===== src/rtl/i2s_dac_tx_if.sv =====
// i2s_dac_tx_if
//   Sample-side link between the volume mixer and the I2S DAC transmitter.
//
//   Handshake: the mixer pushes one stereo pair by raising sample_strobe for a
//   single clock with l_in/r_in valid in that clock. There is no backpressure;
//   the transmitter always accepts the pair. sample_req is a one-clock pulse
//   from the transmitter saying the held pair has just been consumed into the
//   serializer, which is the mixer's cue to deliver the next pair.
//
//   Signals:
//     l_in, r_in     mixer -> DAC   left/right sample, two's complement
//     sample_strobe  mixer -> DAC   one-clock push pulse
//     sample_req     DAC -> mixer   one-clock consume pulse
interface i2s_dac_tx_if #(
  parameter int AUD_BIT_DEPTH = 24
);
  logic [AUD_BIT_DEPTH-1:0] l_in;
  logic [AUD_BIT_DEPTH-1:0] r_in;
  logic                     sample_strobe;
  logic                     sample_req;

  modport master (
    output l_in,
    output r_in,
    output sample_strobe,
    input  sample_req
  );

  modport slave (
    input  l_in,
    input  r_in,
    input  sample_strobe,
    output sample_req
  );
endinterface


===== src/rtl/i2s_dac_tx.sv =====
// i2s_dac_tx
//   Serializes stereo sample pairs from the volume mixer into a Philips I2S
//   stream for the codec DAC. Each pushed pair lands in a holding register and
//   is moved into a left/right shift pair at the start of every I2S frame.
//   BCLK and LRCK are derived from the system clock; sticky flags report
//   overrun (mixer faster than DAC) and underrun (DAC faster than mixer).
//
//   Ports:
//     sCLK_XVXENVS  in   system clock, rising edge
//     reset_reg_N   in   synchronous active-low reset
//     mix           if   sample push (l_in, r_in, sample_strobe) / sample_req
//     clr_flags     in   clears underrun/overrun (a same-clock set wins)
//     AUD_BCLK      out  bit clock, period 2*BCLK_DIV clocks
//     AUD_DACLRCK   out  word select, 0 = left slot, 1 = right slot
//     AUD_DACDAT    out  serial data, MSB first, one BCLK after LRCK edge
//     underrun      out  sticky: a frame started without a fresh sample
//     overrun       out  sticky: a fresh sample was replaced before use
module i2s_dac_tx #(
  parameter int AUD_BIT_DEPTH = 24,
  parameter int SLOT_BITS     = 32,
  parameter int BCLK_DIV      = 4
) (
  input  logic        sCLK_XVXENVS,
  input  logic        reset_reg_N,
  i2s_dac_tx_if.slave mix,
  input  logic        clr_flags,
  output logic        AUD_BCLK,
  output logic        AUD_DACLRCK,
  output logic        AUD_DACDAT,
  output logic        underrun,
  output logic        overrun
);

  localparam int FRAME_BITS = 2 * SLOT_BITS;
  localparam int CW         = $clog2(FRAME_BITS);
  localparam int DW         = $clog2(BCLK_DIV);

  localparam logic [CW-1:0] LAST_BIT  = CW'(FRAME_BITS - 1);
  localparam logic [CW-1:0] SLOT_LEN  = CW'(SLOT_BITS);
  localparam logic [CW-1:0] DEPTH     = CW'(AUD_BIT_DEPTH);
  localparam logic [DW-1:0] DIV_LAST  = DW'(BCLK_DIV - 1);

  logic [DW-1:0]            div_cnt;
  logic [CW-1:0]            bit_cnt;
  logic [AUD_BIT_DEPTH-1:0] hold_l, hold_r;
  logic [AUD_BIT_DEPTH-1:0] sh_l, sh_r;
  logic                     holding_full;

  logic          div_tc;
  logic          fall_tick;
  logic [CW-1:0] bit_nxt;
  logic          right_nxt;
  logic [CW-1:0] pos_nxt;
  logic          frame_load;
  logic          data_slot;

  // All serial state advances on the clock where BCLK is about to fall, so
  // LRCK/DACDAT are stable across every BCLK rising edge seen by the codec.
  always_comb begin
    div_tc     = (div_cnt == DIV_LAST);
    fall_tick  = div_tc && AUD_BCLK;
    bit_nxt    = (bit_cnt == LAST_BIT) ? '0 : bit_cnt + CW'(1);
    right_nxt  = (bit_nxt >= SLOT_LEN);
    pos_nxt    = right_nxt ? (bit_nxt - SLOT_LEN) : bit_nxt;
    frame_load = fall_tick && (bit_nxt == '0);
    // Slot position 0 is the one-BCLK I2S delay; positions past the sample
    // width are zero padding.
    data_slot  = (pos_nxt != '0) && (pos_nxt <= DEPTH);
  end

  always_ff @(posedge sCLK_XVXENVS) begin
    if (!reset_reg_N) begin
      div_cnt        <= '0;
      bit_cnt        <= LAST_BIT;
      hold_l         <= '0;
      hold_r         <= '0;
      sh_l           <= '0;
      sh_r           <= '0;
      holding_full   <= 1'b0;
      AUD_BCLK       <= 1'b0;
      AUD_DACLRCK    <= 1'b0;
      AUD_DACDAT     <= 1'b0;
      mix.sample_req <= 1'b0;
      underrun       <= 1'b0;
      overrun        <= 1'b0;
    end else begin
      div_cnt <= div_tc ? '0 : div_cnt + DW'(1);
      if (div_tc) AUD_BCLK <= ~AUD_BCLK;

      mix.sample_req <= frame_load;

      if (fall_tick) begin
        bit_cnt     <= bit_nxt;
        AUD_DACLRCK <= right_nxt;
        if (frame_load) begin
          // Holding is never cleared on load, so an empty holding register
          // simply repeats the last pair.
          sh_l       <= hold_l;
          sh_r       <= hold_r;
          AUD_DACDAT <= 1'b0;
        end else if (data_slot) begin
          if (right_nxt) begin
            AUD_DACDAT <= sh_r[AUD_BIT_DEPTH-1];
            sh_r       <= sh_r << 1;
          end else begin
            AUD_DACDAT <= sh_l[AUD_BIT_DEPTH-1];
            sh_l       <= sh_l << 1;
          end
        end else begin
          AUD_DACDAT <= 1'b0;
        end
      end

      // A strobe in the load clock: the load above takes the old pair, the
      // holding register takes the new one and stays full.
      if (mix.sample_strobe) begin
        hold_l       <= mix.l_in;
        hold_r       <= mix.r_in;
        holding_full <= 1'b1;
      end else if (frame_load) begin
        holding_full <= 1'b0;
      end

      if (frame_load && !holding_full) underrun <= 1'b1;
      else if (clr_flags)              underrun <= 1'b0;

      if (mix.sample_strobe && holding_full && !frame_load) overrun <= 1'b1;
      else if (clr_flags)                                   overrun <= 1'b0;
    end
  end

endmodule

===== src/flat_wrapper.sv =====
// flat-port wrapper written by rule: the top's interface ports become plain ports
module i2s_dac_tx_flat 
#(
  parameter int AUD_BIT_DEPTH = 24,
  parameter int SLOT_BITS     = 32,
  parameter int BCLK_DIV      = 4
)
  (sCLK_XVXENVS, reset_reg_N, clr_flags, AUD_BCLK, AUD_DACLRCK, AUD_DACDAT, underrun, overrun, mix_l_in, mix_r_in, mix_sample_strobe, mix_sample_req);
  i2s_dac_tx_if #(.AUD_BIT_DEPTH(AUD_BIT_DEPTH)) mix_i ();
  input  logic sCLK_XVXENVS;
  input  logic reset_reg_N;
  input  logic clr_flags;
  output logic AUD_BCLK;
  output logic AUD_DACLRCK;
  output logic AUD_DACDAT;
  output logic underrun;
  output logic overrun;
  input wire logic [$bits(mix_i.l_in)-1:0] mix_l_in;
  input wire logic [$bits(mix_i.r_in)-1:0] mix_r_in;
  input wire logic [$bits(mix_i.sample_strobe)-1:0] mix_sample_strobe;
  output wire logic [$bits(mix_i.sample_req)-1:0] mix_sample_req;
  assign mix_i.l_in = mix_l_in;
  assign mix_i.r_in = mix_r_in;
  assign mix_i.sample_strobe = mix_sample_strobe;
  assign mix_sample_req = mix_i.sample_req;
  i2s_dac_tx #(.AUD_BIT_DEPTH(AUD_BIT_DEPTH), .SLOT_BITS(SLOT_BITS), .BCLK_DIV(BCLK_DIV)) u_core (.sCLK_XVXENVS(sCLK_XVXENVS), .reset_reg_N(reset_reg_N), .mix(mix_i), .clr_flags(clr_flags), .AUD_BCLK(AUD_BCLK), .AUD_DACLRCK(AUD_DACLRCK), .AUD_DACDAT(AUD_DACDAT), .underrun(underrun), .overrun(overrun));
endmodule

===== config.mk =====
export PLATFORM = sky130hd
export DESIGN_NAME = i2s_dac_tx_flat
export DESIGN_NICKNAME = d
export VERILOG_FILES = /design/src/rtl/i2s_dac_tx_if.sv /design/src/rtl/i2s_dac_tx.sv /design/src/flat_wrapper.sv
export SDC_FILE = /design/constraint.sdc
export NUM_CORES = 1
export LEC_CHECK = 0
export ABC_AREA = 1
export BUFFER_PORTS_ARGS = -buffer_cell sky130_fd_sc_hd__buf_2
export CAP_MARGIN = 20
export CORE_MARGIN = 2
export CORE_UTILIZATION = 58
export CTS_CLUSTER_DIAMETER = 50
export DETAILED_ROUTE_END_ITERATION = 8
export PLACE_DENSITY = 0.79
export SYNTH_ARGS = -nofsm -noshare
export SYNTH_HDL_FRONTEND = slang
export SYNTH_SLANG_ARGS = --single-unit

===== constraint.sdc =====
create_clock -name sCLK_XVXENVS -period 2.1 [get_ports sCLK_XVXENVS]
set_input_delay 0 -clock sCLK_XVXENVS [delete_from_list [all_inputs] [get_ports sCLK_XVXENVS]]
set_output_delay 0 -clock sCLK_XVXENVS [all_outputs]
set_load 0.02 [all_outputs]

==> metrics <==
outcome=finished, final reports clean; Final ANT Viol Nets=0; grt peak-use layer=met2; fmax=505.5 MHz; Max Cap Viol=0; Synth Warn #=0; most frequent cells in the layout=nand2_1 (211), nor2_1 (196), dfxtp_1 (109), inv_1 (61); Clock Pin Slew Worst Setup and Hold Paths=0.10 ns; VDD IR max=0.4533 mV; Synth Instances=763; die area=9267 µm²; global-route track usage on met1=0.3099; Inserted Clock Buffers=9; Core Rows=33; Slowest-stage cell, CP=dfxtp_2; met2 GRT Util=0.4549; layout cell share with drive strength beyond 1=0.1196; max-slew violations=0; WP data required=2.37 ns; most common cell after layout, fill and taps aside=nand2_1; register area share after synthesis=0.4501; Post-DP HPWL=6339 µm; Fin. Hold Viols=0; Cell Pwr Density=624.6 nW/µm²; crit path time final=1.978 ns; number of global-route vias before repair=4,449; CTS sink cnt=111; Setup violations, final=0; Sw Ratio=0.2438; Synth Area in Compound Gates=0.06716; worst skew pair latency=0.37 ns; pre-CTS setup slack=0.01509 ns; pin count of the biggest net entering global routing=100; port buffer count=57; Setup CP Type=reg -> reg; WL/cell=11.51 µm; crit-path max FO=26; most frequent CP cell=nand2_2; CTS tree=built; post-synth cell types=23; DIE WIDTH=96.27 µm; Yosys reg bits=111; Final Util=0.7306; Via density=4.873; cell count after placement=892; xor and xnor fraction of the mapped netlist area=0; top cells by area, synth=dfxtp_1 (45%), nand2_1 (16%), nor2_1 (15%); PnR worst setup slack=0.1216 ns; Placed Area=5295 µm²; largest family of logic cells by synthesized area=simple AND/OR/NAND/NOR gates; net count reported at finish=903; clock tree buffer depth=2; CP Capture Type=flip-flop; Final period util=0.9421; total global-route track usage=0.2543; setup_tns=0 ns; Critical path buffers and inverters=1; clk_skew=0.01232 ns; global routing usage on met3=0.04385; worst hold margin=0.06752 ns; Finished Layout Cells=958; GPL Wtd Cong=0.8992; DRC viols=0; Synth Area in Adders=0.007603; I/O pin count=58; Post-Route WL=11,020 µm; top-area cell type share of the netlist area=0.4501; via count=4,668; Syn Nets=818; sw power=0.9141 mW; Iter 0 DRT Violations=221; post-synthesis mux area share=0; Clock Power Share=0.321; Hold Path Class=in -> reg; GR Overflow Total=0; Static Leak=3.180 nW; Slew Limit Headroom=0.7192; initial antenna violation count=0; Tightest Pin Transition=0.4197 ns; Synth area leader=dfxtp_1; combinational fraction of design power=0.088; synthesized area=4937 µm²; Internal=2.836 mW; fraction of power consumed by sequential logic=0.591; CTS H-tree lvls=3; Starting Density=0.6009; first-pass detailed-route iteration total=4; Avg Cell Area, Syn=6.471 µm²; unrepaired setup endpoints after global routing=yes; Critical Path Max Stage Delay=0.37 ns; CP top delay family=simple AND/OR/NAND/NOR gates; first-pass GRT wire length=18,870 µm; startpoint types=flip-flop; critical-path cell list=ha_2, nand2_1, nor2_2, nor2_1, nand2_1, nand2_2, nor2_4, nand2_2, nand2_4, nand2_2, buf_12, nor2_1, nor2_2; simple-gate share of the synthesized area=0.3844; Root Driver=clkbuf_8; ant diodes=0; Die Ht=96.27 µm; Critical Path AT=2.24 ns; core area=8217 µm²; P&R area growth vs syn=21.59%; Final Cell Area=6003 µm²; Tot Pwr=3.750 mW
-- layout make-up --
cell class,count,area (µm²)
multi-input cells,544,2287
flip-flops and latches,111,2225
fillers,671,2213
repair buffers,119,939.7
inverters,63,236.5
clock buffers,12,155.1
well taps,105,131.4
clock inverters,4,28.78
-- registers in the layout (all words and copies together), names as in the netlist --
signal and count:
u_core.AUD_BCLK 1, u_core.AUD_DACDAT 1, u_core.AUD_DACLRCK 1, u_core.bit_cnt 6, u_core.div_cnt 2, u_core.hold_l 24, u_core.hold_r 24, u_core.holding_full 1
u_core.mix.sample_req 1, u_core.overrun 1, u_core.sh_l 24, u_core.sh_r 24, u_core.underrun 1
-- cells by family after synthesis --
logic type	Yosys count
and+or+nand+nor	478
DFF	111
buffers and inverters	108
AOI/OAI and AO/OA	63
adders and majority gates	3
-- metal layers --
metal  wire, µm  vias to the layer above
met1       5189                     2060
met3        412                       15
met5          0                        -
met4        130                        0
li1           -                     2496
met2       5291                       97
-- power groups by stage --
stage / logic (mW) / registers [mW] / clock network (mW)
global route: 0.371 / 2.23 / 1.31
CTS: 0.321 / 2.22 / 1.23
floorplan: 0.158 / 2.25 / 0
global placement: 0.242 / 2.26 / 0
finish: 0.330 / 2.22 / 1.20
detailed placement: 0.251 / 2.26 / 0
-- cell usage after synthesis --
cell and number:
nand2_2 5, buf_6 2, inv_1 61, clkbuf_1 25, a22oi_1 3, nor3_1 1
nor2_1 199, nand2_1 213, o21ai_1 1, a21oi_1 6, nand3_1 57, buf_4 3
o22a_1 1, o31ai_1 1, buf_1 2, nor3b_1 1, buf_2 13, dfxtp_1 111
inv_2 2, ha_1 3, nor2_4 2, o21ai_0 50, o211ai_1 1
-- timing repair --
item,CTS,global route
buffers inserted,0,1
setup endpoints to repair,0,50
endpoints found under the hold margin,50,0
resized for setup,0,10
hold buffers,49,0
-- worst register-to-register path, stage by stage, from the launching register on --
cell and delay, ns:
dfxtp_2 0.37, ha_2 0.20, nand2_1 0.10, nor2_2 0.16, nor2_1 0.06, nand2_1 0.07, nand2_2 0.11, nor2_4 0.16
nand2_2 0.11, nand2_4 0.09, nand2_2 0.10, buf_12 0.18, nor2_1 0.13, nor2_2 0.06
-- path summary, 6_finish.rpt --
check | to | from | slack (ns) | cells past startpoint
max | u_core.sh_r[18] | u_core.bit_cnt[0] | 0.12 | 13
min reg2reg | u_core.div_cnt[0] | u_core.div_cnt[0] | 0.45 | 1
max reg2reg | u_core.sh_r[18] | u_core.bit_cnt[0] | 0.12 | 13
min | u_core.AUD_DACLRCK | reset_reg_N | 0.07 | 3
No activity file was read; power rests on OpenSTA's default activity.
